`src/rtl/dmux_pkg.sv`:
```
// Shared types and helpers for the three-source read-return arbiter.
package dmux_pkg;

  typedef enum logic [1:0] {
    SRC_NONE   = 2'd0,
    SRC_STREAM = 2'd1,
    SRC_NET    = 2'd2,
    SRC_LOCAL  = 2'd3
  } src_e;

  typedef enum logic [1:0] {
    ST_IDLE,
    ST_WAIT,
    ST_STARVED
  } starve_e;

  localparam int unsigned DataW   = 64;
  localparam int unsigned MaxTagW = 32;
  localparam int unsigned MaxBusW = MaxTagW + DataW;

  // Callers zero-extend their {tag, data} bus to MaxBusW and truncate the tag.
  function automatic logic [MaxTagW-1:0] tag_of(input logic [MaxBusW-1:0] bus);
    return bus[MaxBusW-1:DataW];
  endfunction

  function automatic logic [DataW-1:0] data_of(input logic [MaxBusW-1:0] bus);
    return bus[DataW-1:0];
  endfunction

endpackage

```
`src/rtl/dmux_starve_cnt.sv`:
```
// Saturating lost-arbitration counter for one low-priority source.
module dmux_starve_cnt
  import dmux_pkg::*;
#(
  parameter int unsigned Limit = 15
) (
  input  logic clk,
  input  logic rst,
  input  logic drdy,
  input  logic stall,
  input  logic grant,
  output logic starved
);

  localparam int unsigned CntW = (Limit > 0) ? $clog2(Limit + 1) : 1;
  localparam logic [CntW-1:0] Max = CntW'(Limit);

  logic [CntW-1:0] count;
  starve_e         state;

  always_ff @(posedge clk or posedge rst) begin
    if (rst) begin
      count <= '0;
      state <= ST_IDLE;
    end else if (!drdy || grant) begin
      count <= '0;
      state <= ST_IDLE;
    end else if (!stall) begin
      if (count != Max) count <= count + CntW'(1);
      // STARVED is entered on the same edge the count reaches the limit.
      state <= (Limit != 0 && count >= Max - CntW'(1)) ? ST_STARVED : ST_WAIT;
    end else if (state == ST_IDLE) begin
      state <= ST_WAIT;
    end
  end

  assign starved = (state == ST_STARVED);

endmodule

```
`src/rtl/dmux_arbiter.sv`:
```
// Stream/Net/Local read-return arbiter: fixed priority with starvation promotion.
module dmux_arbiter
  import dmux_pkg::*;
#(
  parameter int unsigned TagWidth    = 10,
  parameter int unsigned StarveLimit = 15,
  parameter int unsigned DataLag     = 1
) (
  input  logic                      CLK,
  input  logic                      RESET,
  input  logic                      StreamDRDY,
  input  logic [TagWidth+DataW-1:0] StreamDATA,
  output logic                      StreamRD,
  input  logic                      NetDRDY,
  input  logic [TagWidth+DataW-1:0] NetDATA,
  output logic                      NetRD,
  input  logic                      LocalDRDY,
  input  logic [TagWidth+DataW-1:0] LocalDATA,
  output logic                      LocalRD,
  input  logic                      STALL,
  output logic                      DRDY,
  output logic [TagWidth-1:0]       TAG,
  output logic [DataW-1:0]          DATA,
  output logic [1:0]                GrantSrc
);

  logic                net_starved;
  logic                local_starved;
  src_e                sel;
  src_e                src_q;
  logic [TagWidth-1:0] sel_tag;
  logic [DataW-1:0]    sel_data;

  dmux_starve_cnt #(.Limit(StarveLimit)) u_net (
    .clk     (CLK),
    .rst     (RESET),
    .drdy    (NetDRDY),
    .stall   (STALL),
    .grant   (NetRD),
    .starved (net_starved)
  );

  dmux_starve_cnt #(.Limit(StarveLimit)) u_local (
    .clk     (CLK),
    .rst     (RESET),
    .drdy    (LocalDRDY),
    .stall   (STALL),
    .grant   (LocalRD),
    .starved (local_starved)
  );

  // Starved flags are registered, so they are re-qualified with live DRDY.
  always_comb begin
    sel = SRC_NONE;
    if (!RESET && !STALL) begin
      if (LocalDRDY && local_starved)  sel = SRC_LOCAL;
      else if (NetDRDY && net_starved) sel = SRC_NET;
      else if (StreamDRDY)             sel = SRC_STREAM;
      else if (NetDRDY)                sel = SRC_NET;
      else if (LocalDRDY)              sel = SRC_LOCAL;
    end
  end

  assign StreamRD = (sel == SRC_STREAM);
  assign NetRD    = (sel == SRC_NET);
  assign LocalRD  = (sel == SRC_LOCAL);

  always_comb begin
    sel_tag  = '0;
    sel_data = '0;
    unique case (sel)
      SRC_STREAM: begin
        sel_tag  = TagWidth'(tag_of(MaxBusW'(StreamDATA)));
        sel_data = data_of(MaxBusW'(StreamDATA));
      end
      SRC_NET: begin
        sel_tag  = TagWidth'(tag_of(MaxBusW'(NetDATA)));
        sel_data = data_of(MaxBusW'(NetDATA));
      end
      SRC_LOCAL: begin
        sel_tag  = TagWidth'(tag_of(MaxBusW'(LocalDATA)));
        sel_data = data_of(MaxBusW'(LocalDATA));
      end
      default: begin
        sel_tag  = '0;
        sel_data = '0;
      end
    endcase
  end

  always_ff @(posedge CLK or posedge RESET) begin
    if (RESET) begin
      DRDY  <= 1'b0;
      TAG   <= '0;
      src_q <= SRC_NONE;
    end else begin
      DRDY  <= (sel != SRC_NONE);
      TAG   <= sel_tag;
      src_q <= sel;
    end
  end

  assign GrantSrc = src_q;

  generate
    if (DataLag == 0) begin : g_nolag
      always_ff @(posedge CLK or posedge RESET) begin
        if (RESET) DATA <= '0;
        else       DATA <= sel_data;
      end
    end else begin : g_lag
      logic [DataW-1:0] data_lag;
      always_ff @(posedge CLK or posedge RESET) begin
        if (RESET) begin
          data_lag <= '0;
          DATA     <= '0;
        end else begin
          data_lag <= sel_data;
          DATA     <= data_lag;
        end
      end
    end
  endgenerate

endmodule

```
`config.mk`:
```
export PLATFORM = sky130hd
export DESIGN_NAME = dmux_arbiter
export DESIGN_NICKNAME = d
export VERILOG_FILES = /design/src/rtl/dmux_pkg.sv /design/src/rtl/dmux_starve_cnt.sv /design/src/rtl/dmux_arbiter.sv
export SDC_FILE = /design/constraint.sdc
export NUM_CORES = 1
export LEC_CHECK = 0
export ABC_AREA = 1
export CAP_MARGIN = 20
export CORE_MARGIN = 10
export CORE_UTILIZATION = 40
export CTS_CLUSTER_DIAMETER = 40
export CTS_CLUSTER_SIZE = 16
export DETAILED_ROUTE_END_ITERATION = 8
export PLACE_DENSITY = 0.91
export SETUP_SLACK_MARGIN = 0.15
export SYNTH_ARGS = -nofsm -noshare
export SYNTH_HDL_FRONTEND = slang
export SYNTH_SLANG_ARGS = --single-unit
```
`constraint.sdc`:
```
create_clock -name CLK -period 12.6 [get_ports CLK]
set_clock_uncertainty 0.1 [all_clocks]
set_input_delay 2.52 -clock CLK [delete_from_list [all_inputs] [get_ports CLK]]
set_output_delay 2.52 -clock CLK [all_outputs]
set_load 0.03 [all_outputs]
```
-- Yosys cells after proc, flatten, opt, wreduce, memory -nomap -nowiden
Index checks and enable logic that the tools add are counted.
- flip-flop bits (word level): 153
- input port bits: 228
- output and inout port bits: 80
- word-level logic and storage cells: 62
- add/subtract/negate cells: 2
- magnitude comparators: 2
- equality and inequality tests: 11
- mux-type cells: 22
- reductions and logical operators: 16
- operators with widths (kind ; number):
    $pmux 64 s3 ; 1
    $pmux 10 s3 ; 1
    $mux 2 ; 14
    $mux 4 ; 6
    $add 4x1->4 const B ; 2
    $eq 2x2->1 const B ; 4
    $ge 4x4->1 const B ; 2
    $ne 4x4->1 const B ; 2
    $ne 3x1->1 const B ; 2
    $reduce_bool 2->1 ; 3
    $logic_not 1->1 ; 4
    $logic_not 2->1 ; 2
    $ne 2x1->1 const B ; 2
    $reduce_and 2->1 ; 2
    $logic_and 1x1->1 ; 3
    $eq 2x1->1 const B ; 1
    $logic_or 1x1->1 ; 2

-- Logic depth before layout (Yosys ltp)
- depth in word-level cells: 10
- gate-level depth with buffers: 11
- gate-level depth less buffers: 10

-- Cells and area by module
Synthesis repeated with hierarchy kept, for this count alone.
- cell total of the unflattened synthesis: 621
- area, all modules: 6577.6 µm²
- modules (own cells, without submodules) (module ; instances ; cells each ; area each (µm²) ; sequential area each (µm²)):
    dmux_arbiter ; 1 ; 533 ; 5874.4 ; 3528.4
    dmux_starve_cnt ; 2 ; 44 ; 351.6 ; 150.1

-- Worst setup path after synthesis
OpenSTA, ideal clock, no wires.
- kind: input port to output port
- from: input NetDRDY
- to: output StreamRD
- arrival time: 3.265 ns
- required time: 9.980 ns
- setup slack: 6.715 ns
- stages on the path: 8
- path buffers: 1
- path through: inv_1 -> nand2_1 -> nand2_1 -> nand2_1 -> nand2_2 -> nand2_2 -> nor2_2 -> buf_2
- longest elaborated chain between the ends: 6
- elaborated cells on any way between the ends: 7
- classes of those cells: 1 x eq/ne; 5 x mux; 1 x reduce/logical
- ends and longest elaborated chain (what ; RTL line ; text):
    start: declaration ; dmux_arbiter.sv:14 ; input logic NetDRDY,
    $mux 2 ; dmux_arbiter.sv:59 ; else if (NetDRDY) sel = SRC_NET;
    $mux 2 ; dmux_arbiter.sv:58 ; else if (StreamDRDY) sel = SRC_STREAM;
    $mux 2 * ; dmux_arbiter.sv:57 ; else if (NetDRDY && net_starved) sel = SRC_NET;
    $mux 2 * ; dmux_arbiter.sv:56 ; if (LocalDRDY && local_starved) sel = SRC_LOCAL;
    $mux 2 * ; dmux_arbiter.sv:55 ; if (!RESET && !STALL) begin
    $eq 2x1->1 * ; dmux_arbiter.sv:64 ; assign StreamRD = (sel == SRC_STREAM);
    end: declaration ; dmux_arbiter.sv:13 ; output logic StreamRD,
Every way passes the cells marked *; elsewhere a longest branch is shown, timed or not.

-- Final worst setup path
- from: input LocalDRDY
- to: output LocalRD
- longest elaborated chain between the ends: 7
- elaborated cells on any way between the ends: 8
- classes of those cells: 1 x eq/ne; 6 x mux; 1 x reduce/logical
- ends and longest elaborated chain (what ; RTL line ; text):
    start: declaration ; dmux_arbiter.sv:17 ; input logic LocalDRDY,
    $mux 2 ; dmux_arbiter.sv:60 ; else if (LocalDRDY) sel = SRC_LOCAL;
    $mux 2 ; dmux_arbiter.sv:59 ;
    $mux 2 ; dmux_arbiter.sv:58 ;
    $mux 2 ; dmux_arbiter.sv:57 ;
    $mux 2 * ; dmux_arbiter.sv:56 ;
    $mux 2 * ; dmux_arbiter.sv:55 ;
    $eq 2x2->1 * ; dmux_arbiter.sv:66 ; assign LocalRD = (sel == SRC_LOCAL);
    end: declaration ; dmux_arbiter.sv:19 ; output logic LocalRD,
Marks and branches as above.

==> insert_results.sql <==
INSERT INTO impl_metrics (metric_group, metric, value, unit) VALUES
('setup_path', 'reg2reg_setup_slack', '10.19', 'ns'),
('sta', 'setup-violations-final', '0', ''),
('detailed_routing', 'detailroute.via_count', '5014', ''),
('global_routing', 'overflow_left_after_global_routing', '0', ''),
('cells_and_area', 'post-route-cell-area', '9460', 'µm²'),
('synth', 'synthesis.instances', '564', ''),
('status', 'outcome', 'finished clean', ''),
('synth', 'postSynthNetCount', '796', ''),
('floorplanning', 'die_x', '139', 'µm'),
('synth', 'syn-cell-area', '5660', 'µm²'),
('floorplanning', 'placement_rows', '43', ''),
('pwr', 'cellPowerDensity', '128', 'nW/µm²'),
('sta', 'final.period_utilization', '56.1', '%'),
('clock_tree', 'cts_bufs_inserted', '17', ''),
('setup_path', 'worst_r2r_startpoint', 'u_net.state[0]$_DFFE_PP0P_', ''),
('synth', 'synth-seq-cells', '153', ''),
('floorplanning', 'initial_core_util', '40.8', '%'),
('global_routing', 'track_usage', '18.9', '%'),
('clock_tree', 'number_of_setup_buffers_added_after_cts', '0', ''),
('pwr', 'comb_power_share', '13.9', '%'),
('clock_tree', 'tritoncts_clock_tree', 'done', ''),
('setup_path', 'worst_path_largest_cell_delay', '0.69', 'ns'),
('synth', 'synth_top_cell_by_area', 'sky130_fd_sc_hd__dfrtp_1', ''),
('setup_path', 'timing.critical_path.cells', 'clkdlybuf4s50_1 > nand2_1 > nand2_1 > nand2_1 > nand2_2 > nand3_1 > inv_2 > clkdlybuf4s50_1', ''),
('sta', 'drv_slew', '0', ''),
('detailed_routing', 'wl_per_cell', '17.7', 'µm'),
('min_path', 'hold_path_startpoint', 'g_lag.data_lag[28]$_DFF_PP0_', ''),
('detailed_routing', 'detailedRoute.firstPassIterationCount', '8', ''),
('sta', 'rsz_0062_raised_after_global_routing', 'no', ''),
('clock_tree', 'holdBufCountCts', '0', ''),
('synth', 'yosys-top-cells-area', 'sky130_fd_sc_hd__dfrtp_1, sky130_fd_sc_hd__nand2_1, sky130_fd_sc_hd__nand3_1, sky130_fd_sc_hd__buf_2, sky130_fd_sc_hd__buf_4', ''),
('floorplanning', 'die_height', '139', 'µm'),
('setup_path', 'cp.arrival', '4.45', 'ns'),
('setup_path', 'setup.worst_path.end_class', 'output port', ''),
('setup_path', 'cpMaxStageDelayCell', 'sky130_fd_sc_hd__clkdlybuf4s50_1', ''),
('setup_path', 'crit-reg2reg-capture', 'u_net.state[0]$_DFFE_PP0P_', ''),
('sta', 'max_freq', '141', 'MHz'),
('cells_and_area', 'post_route_cells_drive_above_1_share', '4.31', '%'),
('pwr', 'clock_power_share', '42.7', '%'),
('pwr', 'power_switching_share', '22.2', '%'),
('detailed_routing', 'dr.first_iter.drc_count', '313', ''),
('cells_and_area', 'layout.nets', '1102', ''),
('global_routing', 'grt_start_max_net_pins', '81', ''),
('setup_path', 'critical_path.max_fanout', '7', ''),
('setup_path', 'timing.reg2reg.worst_path_depth', '9', ''),
('pwr', 'seqPwrFrac', '43.4', '%'),
('clock_tree', 'cts.sink_count', '153', ''),
('detailed_routing', 'drc_errors', '0', ''),
('synth', 'synth.lib_cells_used.distinct', '23', ''),
('floorplanning', 'floorplan.die_area', '19300', 'µm²'),
('clock_tree', 'clock-root-buffer', 'sky130_fd_sc_hd__clkbuf_16', ''),
('setup_path', 'path_common_cell', 'sky130_fd_sc_hd__nand2_1', ''),
('global_routing', 'grt_pass1_vias', '5314', ''),
('detailed_routing', 'drt-vias-per-instance', '4.72', ''),
('sta', 'worst_slew_slack_as_a_fraction_of_its_limit', '35.4', '%'),
('pwr', 'internal-power', '0.000945', 'W'),
('sta', 'period_needed', '7.07', 'ns'),
('placed_design', 'gp_routability_congestion', '0.896', ''),
('setup_path', 'cp_top_family', 'buffers and inverters', ''),
('placed_design', 'dp_hpwl', '14400', 'µm'),
('synth', 'yosys.area.top_type_share', '67.7', '%'),
('pwr', 'switching_power', '0.000270', 'W'),
('clock_tree', 'clk_pin_slew', '0.06', 'ns'),
('synth', 'syn-mean-instance-area', '10.0', 'µm²'),
('setup_path', 'path_buf_inv', '3', ''),
('global_routing', 'number_of_antenna_violations_at_the_first_check_in_global_routing', '0', ''),
('cells_and_area', 'area.growth.synth_to_final', '67.1', '%'),
('global_routing', 'grt_pass1_wl', '28600', 'µm'),
('min_path', 'hold-path-endpoint', 'DATA[28]$_DFF_PP0_', ''),
('pwr', 'vdd.ir_drop.worst', '0.0744', 'mV'),
('min_path', 'timing.hold.worst_path_depth', '0', '');
==> cells in the final DEF (no fill, tap or decap), drive strengths merged <==
cell / count
o211ai: 1
ha: 4
clkdlybuf4s50: 307
clkbuf: 23
o22ai: 1
bufinv: 4
nand3: 86
clkinv: 3
o2111ai: 1
xnor2: 2
nand2: 254
o21bai: 2
buf: 4
xor2: 2
nand4: 8
nand3b: 1
nor2: 5
dfrtp: 153
inv: 17
o21ai: 4
==> layout make-up <==
cell class | count | area [µm²]
Clock inverter | 8 | 144
Fill cell | 1027 | 4420
Timing Repair Buffer | 311 | 3100
Tap cell | 180 | 225
Sequential cell | 153 | 3830
Multi-Input combinational cell | 371 | 1630
Clock buffer | 23 | 458
Inverter | 16 | 65.1
==> synth_stat cells <==
library cell	instances
sky130_fd_sc_hd__nor2_1	3
sky130_fd_sc_hd__nand2_1	252
sky130_fd_sc_hd__nand2_2	2
sky130_fd_sc_hd__o21ai_1	1
sky130_fd_sc_hd__buf_4	8
sky130_fd_sc_hd__inv_2	1
sky130_fd_sc_hd__nand4_1	8
sky130_fd_sc_hd__xnor2_1	2
sky130_fd_sc_hd__buf_2	15
sky130_fd_sc_hd__o2111ai_1	1
sky130_fd_sc_hd__buf_6	1
sky130_fd_sc_hd__nor2_2	2
sky130_fd_sc_hd__o21bai_1	2
sky130_fd_sc_hd__o211ai_1	1
sky130_fd_sc_hd__ha_1	4
sky130_fd_sc_hd__nand3b_1	1
sky130_fd_sc_hd__nand3_1	84
sky130_fd_sc_hd__o21ai_0	3
sky130_fd_sc_hd__inv_1	15
sky130_fd_sc_hd__dfrtp_1	153
sky130_fd_sc_hd__o22ai_1	1
sky130_fd_sc_hd__nand3_2	2
sky130_fd_sc_hd__xor2_1	2
==> layer usage <==
| metal | vias to the layer above | share of wire (%) | track usage [%] |
|---|---|---|---|
| met4 | 0 | 1.9 | 6.92 |
| met5 | - | 0 | 0 |
| met2 | 221 | 53 | 34.4 |
| met3 | 27 | 8.1 | 7.12 |
| li1 | 2402 | - | - |
| met1 | 2364 | 37 | 19.3 |
==> sequential cells by signal, indices dropped and copies added (netlist names) <==
name,count
DATA,64
u_net.count,4
u_net.state,2
GrantSrc,2
u_local.count,4
u_local.state,2
DRDY,1
TAG,10
g_lag.data_lag,64
==> per-stage QoR <==
stage / worst slack, ns / util (%) / cells
detailed placement: 5.55 / 63.8 / 1031
finish: 5.53 / 68.1 / 1062
CTS: 5.55 / 68.1 / 1062
global route: 5.45 / 68.1 / 1062
global placement: 5.63 / 63.8 / 1031
floorplan: 5.86 / - / 564
==> kinds of logic after synthesis <==
| family | count (synthesis) | share of synthesized area (%) |
|---|---|---|
| AOI/OAI and AO/OA | 9 | 1.02 |
| DFF | 153 | 67.7 |
| buffers and inverters | 40 | 3.65 |
| and+or+nand+nor | 354 | 26.2 |
| adders and majority gates | 4 | 0.885 |
| xor gates and xnor gates | 4 | 0.619 |
==> power by group through the flow <==
stage / Sequential (W) / Combinational, W / Clock (W)
6_report: 0.000527 / 0.000169 / 0.000519
5_1_grt: 0.000529 / 0.000181 / 0.000548
2_1_floorplan: 0.000559 / 0.0000337 / 0
4_1_cts: 0.000527 / 0.000171 / 0.000528
3_3_place_gp: 0.000534 / 0.000167 / 0
3_5_place_dp: 0.000535 / 0.000170 / 0
==> worst register-to-register path, delay by kind of cell (launching register included) <==
kind | cells | cell delay (ns)
buffers and inverters | 2 | 0.73
AOI/OAI and AO/OA | 1 | 0.09
DFF | 1 | 0.38
and+or+nand+nor | 6 | 0.99
==> how the worst max path moves through the flow <==
stage,from,end,depth (start not counted)
after CTS,LocalDRDY,LocalRD,8
after floorplan,RESET,DATA[0]$_DFF_PP0_,1
after global placement,LocalDRDY,LocalRD,8
final,LocalDRDY,LocalRD,8
after detailed placement,LocalDRDY,LocalRD,8
after global routing,LocalDRDY,LocalRD,8
(Power assumes the default switching activity.)
